**src/rtl/srlzr_ctrl.sv**
```systemverilog
// rtl/srlzr_ctrl.sv - sequencing controller for a PISO serializer
//
// Takes parallel words over a valid/ready handshake into a 1-entry buffer.
// Each word is launched with a one-cycle load pulse. It is then shifted out
// MSB first over N = DATA_WIDTH-1 cycles. Consecutive words are either
// back-to-back or separated by GAP_CYCLES idle cycles.
//
// Ports
//   clk        clock, all logic on posedge
//   rst_n      synchronous reset, ACTIVE-HIGH despite the name
//   en         1 = new words may be launched; 0 = finish current word, then hold
//   s_data     parallel word, [DATA_WIDTH-1] sent first
//   s_valid    upstream word valid
//   s_ready    buffer can take s_data this cycle
//   load       serializer load pulse, one cycle per word
//   x          serializer parallel input, valid while load=1, held otherwise
//   shift_en   serializer shift enable
//   bit_valid  serializer output carries a payload bit this cycle
//   bit_idx    index of the bit on the serializer output (N-1 down to 0)
//   word_done  pulse on the last bit of each word
//   busy       word in flight, gap running, or buffer occupied
module srlzr_ctrl #(
  parameter int DATA_WIDTH = 5,
  parameter int GAP_CYCLES = 0,
  localparam int IDX_W = (DATA_WIDTH - 1 > 1) ? $clog2(DATA_WIDTH - 1) : 1
) (
  input  logic                  clk,
  input  logic                  rst_n,
  input  logic                  en,
  input  logic [DATA_WIDTH-1:1] s_data,
  input  logic                  s_valid,
  output logic                  s_ready,
  output logic                  load,
  output logic [DATA_WIDTH-1:1] x,
  output logic                  shift_en,
  output logic                  bit_valid,
  output logic [IDX_W-1:0]      bit_idx,
  output logic                  word_done,
  output logic                  busy
);

  localparam int N = DATA_WIDTH - 1;
  localparam logic [IDX_W-1:0] LAST_BIT = IDX_W'(N - 1);
  localparam logic [3:0]       LAST_GAP = 4'(GAP_CYCLES - 1);
  localparam logic             NO_GAP   = (GAP_CYCLES == 0);

  typedef enum logic [1:0] {S_IDLE, S_SHIFT, S_GAP} state_t;

  state_t                r_state, w_state_nxt;
  logic [IDX_W-1:0]      r_cnt, w_cnt_nxt;
  logic [3:0]            r_gcnt, w_gcnt_nxt;
  logic [DATA_WIDTH-1:1] r_buf;
  logic                  r_full;
  logic [DATA_WIDTH-1:1] r_x;

  logic w_last_bit;
  logic w_last_gap;
  logic w_slot;
  logic w_accept;

  assign w_last_bit = (r_state == S_SHIFT) && (r_cnt == LAST_BIT);
  assign w_last_gap = (r_state == S_GAP) && (r_gcnt == LAST_GAP);
  // A new word may start from IDLE, on the last bit when there is no gap,
  // or on the final gap cycle.
  assign w_slot     = (r_state == S_IDLE) || (w_last_bit && NO_GAP) || w_last_gap;

  // Reset gates every output in the cycle it is asserted, so a reset mid-word
  // stops the serializer immediately.
  assign load      = !rst_n && r_full && en && w_slot;
  assign s_ready   = !rst_n && (!r_full || load);
  assign w_accept  = s_valid && s_ready;
  assign bit_valid = !rst_n && (r_state == S_SHIFT);
  assign shift_en  = bit_valid && !w_last_bit;
  assign word_done = bit_valid && w_last_bit;
  assign bit_idx   = bit_valid ? (LAST_BIT - r_cnt) : '0;
  assign x         = rst_n ? '0 : (load ? r_buf : r_x);
  assign busy      = !rst_n && ((r_state != S_IDLE) || r_full);

  always_comb begin
    w_state_nxt = r_state;
    w_cnt_nxt   = r_cnt;
    w_gcnt_nxt  = r_gcnt;
    if (load) begin
      w_state_nxt = S_SHIFT;
      w_cnt_nxt   = '0;
    end else begin
      case (r_state)
        S_SHIFT: begin
          if (!w_last_bit) begin
            w_cnt_nxt = r_cnt + IDX_W'(1);
          end else if (NO_GAP) begin
            w_state_nxt = S_IDLE;
          end else begin
            w_state_nxt = S_GAP;
            w_gcnt_nxt  = '0;
          end
        end
        S_GAP: begin
          if (w_last_gap) begin
            w_state_nxt = S_IDLE;
          end else begin
            w_gcnt_nxt = r_gcnt + 4'd1;
          end
        end
        default: w_state_nxt = S_IDLE;
      endcase
    end
  end

  always_ff @(posedge clk) begin
    if (rst_n) begin
      r_state <= S_IDLE;
      r_cnt   <= '0;
      r_gcnt  <= '0;
      r_buf   <= '0;
      r_full  <= 1'b0;
      r_x     <= '0;
    end else begin
      r_state <= w_state_nxt;
      r_cnt   <= w_cnt_nxt;
      r_gcnt  <= w_gcnt_nxt;
      if (load) begin
        r_x <= r_buf;
      end
      // Refill wins over drain so a load and accept in the same cycle keep
      // the buffer full with the newer word.
      if (w_accept) begin
        r_buf  <= s_data;
        r_full <= 1'b1;
      end else if (load) begin
        r_full <= 1'b0;
      end
    end
  end

endmodule
```
**config.mk**
```make
export PLATFORM = sky130hd
export DESIGN_NAME = srlzr_ctrl
export DESIGN_NICKNAME = d
export VERILOG_FILES = /design/src/rtl/srlzr_ctrl.sv
export SDC_FILE = /design/constraint.sdc
export NUM_CORES = 1
export LEC_CHECK = 0
export BUFFER_PORTS_ARGS = -buffer_cell sky130_fd_sc_hd__buf_4
export CORE_AREA = 2 2 39 41
export CTS_CLUSTER_SIZE = 14
export DETAILED_ROUTE_END_ITERATION = 16
export DIE_AREA = 0 0 41 43
export GPL_ROUTABILITY_DRIVEN = 1
export PLACE_DENSITY = 0.74
export SYNTH_ARGS = -nofsm -noshare
export SYNTH_HDL_FRONTEND = slang
export SYNTH_SLANG_ARGS = --single-unit
```
**constraint.sdc**
```tcl
create_clock -name clk -period 1.75 [get_ports clk]
set_clock_uncertainty 0.2 [all_clocks]
set_input_delay 0 -clock clk [delete_from_list [all_inputs] [get_ports clk]]
set_output_delay 0 -clock clk [all_outputs]
set_load 0.01 [all_outputs]
```
---- After elaboration in Yosys (flattened, before gate mapping) ----
Index checks and enable logic that the tools add are counted.
word-level totals
  input bits .............................. 8
  register bits ........................... 17
  output and inout bits ................... 12
  word-level logic and storage cells ...... 56
cells by class
  muxes and demuxes ....................... 9
  reductions and logical operators ........ 26
  add/sub/neg operators ................... 3
  bitwise operators ....................... 3
  equality and inequality tests ........... 8
operators by type and width
  cell                                                              count
  1-bit logical AND                                                 11
  4-bit 2-to-1 mux                                                  2
  2-bit 2-to-1 mux                                                  3
  3-bit != test (second input constant)                             2
  2-bit AND reduction                                               3
  4-bit by 1-bit adder with 4-bit output (second input constant)    1
  2-bit == test (second input constant)                             2
  4-bit == test (second input constant)                             1
  1-bit logical OR                                                  4
  2-bit != test (second input constant)                             2
  2-bit one-hot mux with 2 select lines                             1
  2-bit nonzero test                                                2
  1-bit logical NOT                                                 3
  1-bit 2-to-1 mux                                                  3
  1-bit inverter                                                    3
  3-bit AND reduction                                               1
  2-bit by 1-bit adder with 2-bit output (second input constant)    1
  2-bit by 1-bit == test with 1-bit output (second input constant)  1
  2-bit logical NOT                                                 1
  2-bit OR reduction                                                1
  2-bit subtractor (first input constant)                           1

---- Longest topological paths before layout ----
  word-level depth ........................ 9
  depth in mapped cells ................... 5
  mapped depth without buffers ............ 5

---- Worst setup path before layout ----
Ideal clock, no wire load.
  kind .................................... reg2reg
  start ................................... register r_cnt[0]
  end ..................................... register r_x[1] in the netlist's numbering
  path buffers ............................ 0
  setup slack ............................. 0.230 ns
  stages on the path, launching flop included .. 5
  required time ........................... 1.422 ns
  data arrival time ....................... 1.192 ns
  period minus slack after synthesis ...... 1.520 ns
  library setup time ...................... 0.128 ns
  cells stage by stage .................... dfxtp_1 ha_1 nand2b_1 and3_1 a31o_2
on the way
  cells in the longest elaborated chain, start to end .. 7
RTL lines
  what                           line  source
  start, declared                50    logic [IDX_W-1:0] r_cnt, w_cnt_nxt;
  start signal, assigned         120   r_cnt <= w_cnt_nxt;
  2-bit == test                  61    assign w_last_bit = (r_state == S_SHIFT) && (r_cnt == LAST_BIT);
  1-bit logical AND              61
  1-bit logical OR (2 in a row)  65    assign w_slot = (r_state == S_IDLE) || (w_last_bit && NO_GAP) || w_last_gap;
  1-bit logical AND              69    assign load = !rst_n && r_full && en && w_slot;
  4-bit 2-to-1 mux (2 in a row)  n/a
  named net x (one bit)          34    output logic [DATA_WIDTH-1:1] x,
  end signal, assigned           123   r_x <= r_buf;
  end, declared                  54    logic [DATA_WIDTH-1:1] r_x;
The timed path passes the listed nets, and every way through them passes these cells.
A chain may end at the register's enable or synchronous reset.

---- Worst setup path after layout ----
  start ................................... register r_cnt[0]
  end ..................................... output port x[1] in the netlist's numbering
on the way
  cells in the longest elaborated chain, start to end .. 7
RTL lines
  what                           line
  2-bit == test                  61
  1-bit logical AND              61
  1-bit logical OR (2 in a row)  65
  1-bit logical AND              69
  4-bit 2-to-1 mux (2 in a row)  n/a
  end, declared                  34
Every way passes these cells.

==> flow_metrics.py <==
metrics = {
    "outcome": {
        "status": "completed",
    },
    "layout": {
        "synthToLayoutAreaGrowth_pct": 61.2,
        "antenna_cells": 0,
        "final_core_util_pct": 63.8,
        "final_cells": 105,
        "nets": 99,
        "final_area_um2": 883,
        "drive_above_1_share_pct": 50.6,
    },
    "power_and_ir_drop": {
        "p_leak_nw": 0.432,
        "power_density_nw_per_um2": 733,
        "irDropWorstVdd_uv": 480,
    },
    "timing": {
        "fin_crit_sh_pct": 97.4,
        "slew_viol_final": 0,
        "fin_crit_ns": 1.71,
        "worstMarginPinSlew_ns": 0.249,
        "timing.final.hold_violations": 0,
        "rsz0062_at_grt": "false",
        "fin_setup_tns_ns": 0,
        "setup_violations": 0,
        "slew-limit-headroom_pct": 83.4,
        "timing.fmax_ghz": 0.586,
    },
    "synthesis": {
        "ys_ff_latch": 12,
        "syn_nets": 65,
        "netlist_instances": 56,
        "synth.area.top_cells": "dfxtp_1 (44%), mux2_2 (8.2%), a31o_2 (8.0%)",
        "ys_types": 20,
        "syn_avg_cell_area_um2": 9.79,
        "yosysWarnings": 0,
        "yosys.area.top_type_share_pct": 43.8,
        "netlist_area_um2": 548,
        "synth_largest_area_cell": "dfxtp_1",
        "synth-seq-area-share_pct": 43.8,
    },
    "grt": {
        "top_usage_layer": "met2",
        "gr-usage-met3_pct": 4.71,
        "grt_antenna_before_repair": 0,
        "grt_pass1_wl_um": 1900,
        "met1_usage_pct": 20.7,
        "grt_overflow_total": 0,
        "grt_util_all_layers_pct": 16.2,
        "grt_max_degree": 14,
        "grt_use_met2_pct": 24.7,
        "grt_pass1_vias": 412,
    },
    "floorplanning": {
        "pin_count": 20,
        "fp.coreArea_um2": 1380,
        "die_width_um": 41,
        "die_h_um": 43,
        "dieArea_um2": 1760,
        "start_util_pct": 39.6,
        "rows": 14,
    },
    "clock_network": {
        "clkSlewWorstSetupHoldPaths_ns": 0.07,
        "cts_tree": "yes",
        "cts_buffers": 3,
        "cts_root_buffer": "clkbuf_4",
        "cts_max_path_buffers": 2,
        "htree_num_levels": 1,
        "clkLatencyLatePin_ns": 0.27,
        "cts.sinks": 12,
    },
    "setup_path": {
        "worstPathCellList": "ha_4 -> nand2b_4 -> and3_4 -> a31o_2 -> buf_4",
        "worstPathArrival_ns": 1.51,
        "cp_slowest_cell": "dfxtp_4",
        "cp_slowest_stage_delay_ns": 0.36,
        "crit_fanout": 7,
        "crit_type": "register to primary output",
        "endpoint_kind": "primary output",
        "path_buf_inv": 1,
        "r2r_slack_ns": 0.12,
        "crit_family": "flip-flops",
        "critPathLaunchType": "register",
        "cp_data_required_time_ns": 1.55,
    },
    "drt": {
        "drt_drc_violations_left": 0,
        "antenna_left": 0,
        "post_drt_via_cell_ratio": 4.76,
        "avgRoutedWirePerCell_um": 12.0,
        "drt_iter0_drc": 8,
        "dr_total_vias": 500,
        "dr.pass1.iters": 4,
        "routed_wl_um": 1270,
    },
    "placed_design": {
        "io_buffers": 19,
        "postPlaceCellArea_um2": 707,
        "place.detailed.hpwl_um": 792,
        "place_inst": 90,
        "place.gp.congestion": 0.744,
    },
    "worst_hold_path": {
        "hold_class": "input pin to register",
    },
    "flow_run": {
        "maxCapViolCount": 0,
    },
}
==> power by group <==
part	total, mW	internal [mW]	switching [mW]
Combinational	0.125	0.0735	0.0519
Clock	0.218	0.127	0.0913
Sequential	0.304	0.291	0.0134
Total	0.647	0.491	0.157
==> metal layers <==
layer	wire, µm	share of wire, %
met1	471	37
met2	700	55
met3	69	5.5
met4	23	1.8
met5	0	0
==> worst register-to-register path, stage by stage, from the launching register on <==
cell and delay, ns:
dfxtp_4 0.36, ha_4 0.16, nand2b_4 0.17, a21oi_1 0.14, dlygate4sd3_1 0.55
==> cell usage after synthesis <==
library cell and count:
xnor2_1 1, ha_1 1, and2b_1 1, clkbuf_1 1
nand2b_1 1, and2_1 1, o221ai_4 1, nor3_1 2
mux2i_1 1, nand2_1 3, dfxtp_1 12, nand2_2 1
and3b_2 1, inv_1 4, a31o_2 5, nor2b_1 5
and3_1 4, nor2_1 5, mux2_2 4, a21oi_1 2
==> layout by cell type (no fill, tap or decap), types with 2 or more instances in the layout <==
| cell | synthesis | final |
|---|---|---|
| a21oi_1 | 2 | 2 |
| a31o_2 | 5 | 5 |
| and3_1 | 4 | 3 |
| buf_4 | 0 | 22 |
| clkbuf_4 | 0 | 3 |
| dfxtp_1 | 12 | 9 |
| dfxtp_2 | 0 | 2 |
| dlygate4sd3_1 | 0 | 7 |
| inv_1 | 4 | 4 |
| mux2_2 | 4 | 4 |
| nand2_1 | 3 | 3 |
| nor2_1 | 5 | 5 |
| nor2b_1 | 5 | 5 |
| nor3_1 | 2 | 2 |
==> logic make-up after synthesis <==
group,share of synthesized area (%)
buffers and inverters,3.42
xor gates and xnor gates,1.60
adders and majority gates,2.28
AOI/OAI and AO/OA,14.6
DFF,43.8
and+or+nand+nor,24.2
muxes,10.0
==> area by class of cell <==
| cell class | count | area (µm²) |
|---|---|---|
| flip-flops and latches | 12 | 246 |
| clock buffers | 4 | 36.3 |
| inverters | 4 | 15.0 |
| multi-input cells | 39 | 319 |
| fillers | 120 | 500 |
| well taps | 16 | 20.0 |
| repair buffers | 30 | 246 |
==> final timing paths <==
check	endpoint	cells after the start	from
max	x[1]	5	r_cnt[0]
max reg2reg	r_state[0]	4	r_cnt[0]
min reg2reg	r_x[2]	1	r_x[2]
min	r_buf[3]	3	en
==> repair_timing <==
item / CTS / global route
resized for setup: 5 / 6
endpoints found under the setup margin: 6 / 5
buffers inserted: 0 / 4
pin swaps: 1 / 0
endpoints found under the hold margin: 8 / 0
hold buffers: 7 / 0
==> through the flow <==
stage               setup slack, ns  hold WS (ns)  power (mW)
floorplan                     0.230       -0.0556       0.365
global placement              0.160        0.0261       0.405
detailed placement            0.102        0.0301       0.407
CTS                         0.00114        0.0328       0.639
global route                0.00780        0.0464       0.675
finish                       0.0446        0.0235       0.647
==> state kept, by name (all words and copies together), names as in the netlist <==
signal,count
r_cnt,2
r_full,1
r_buf,4
r_state,1
r_x,4
(Power assumes the default switching activity.)
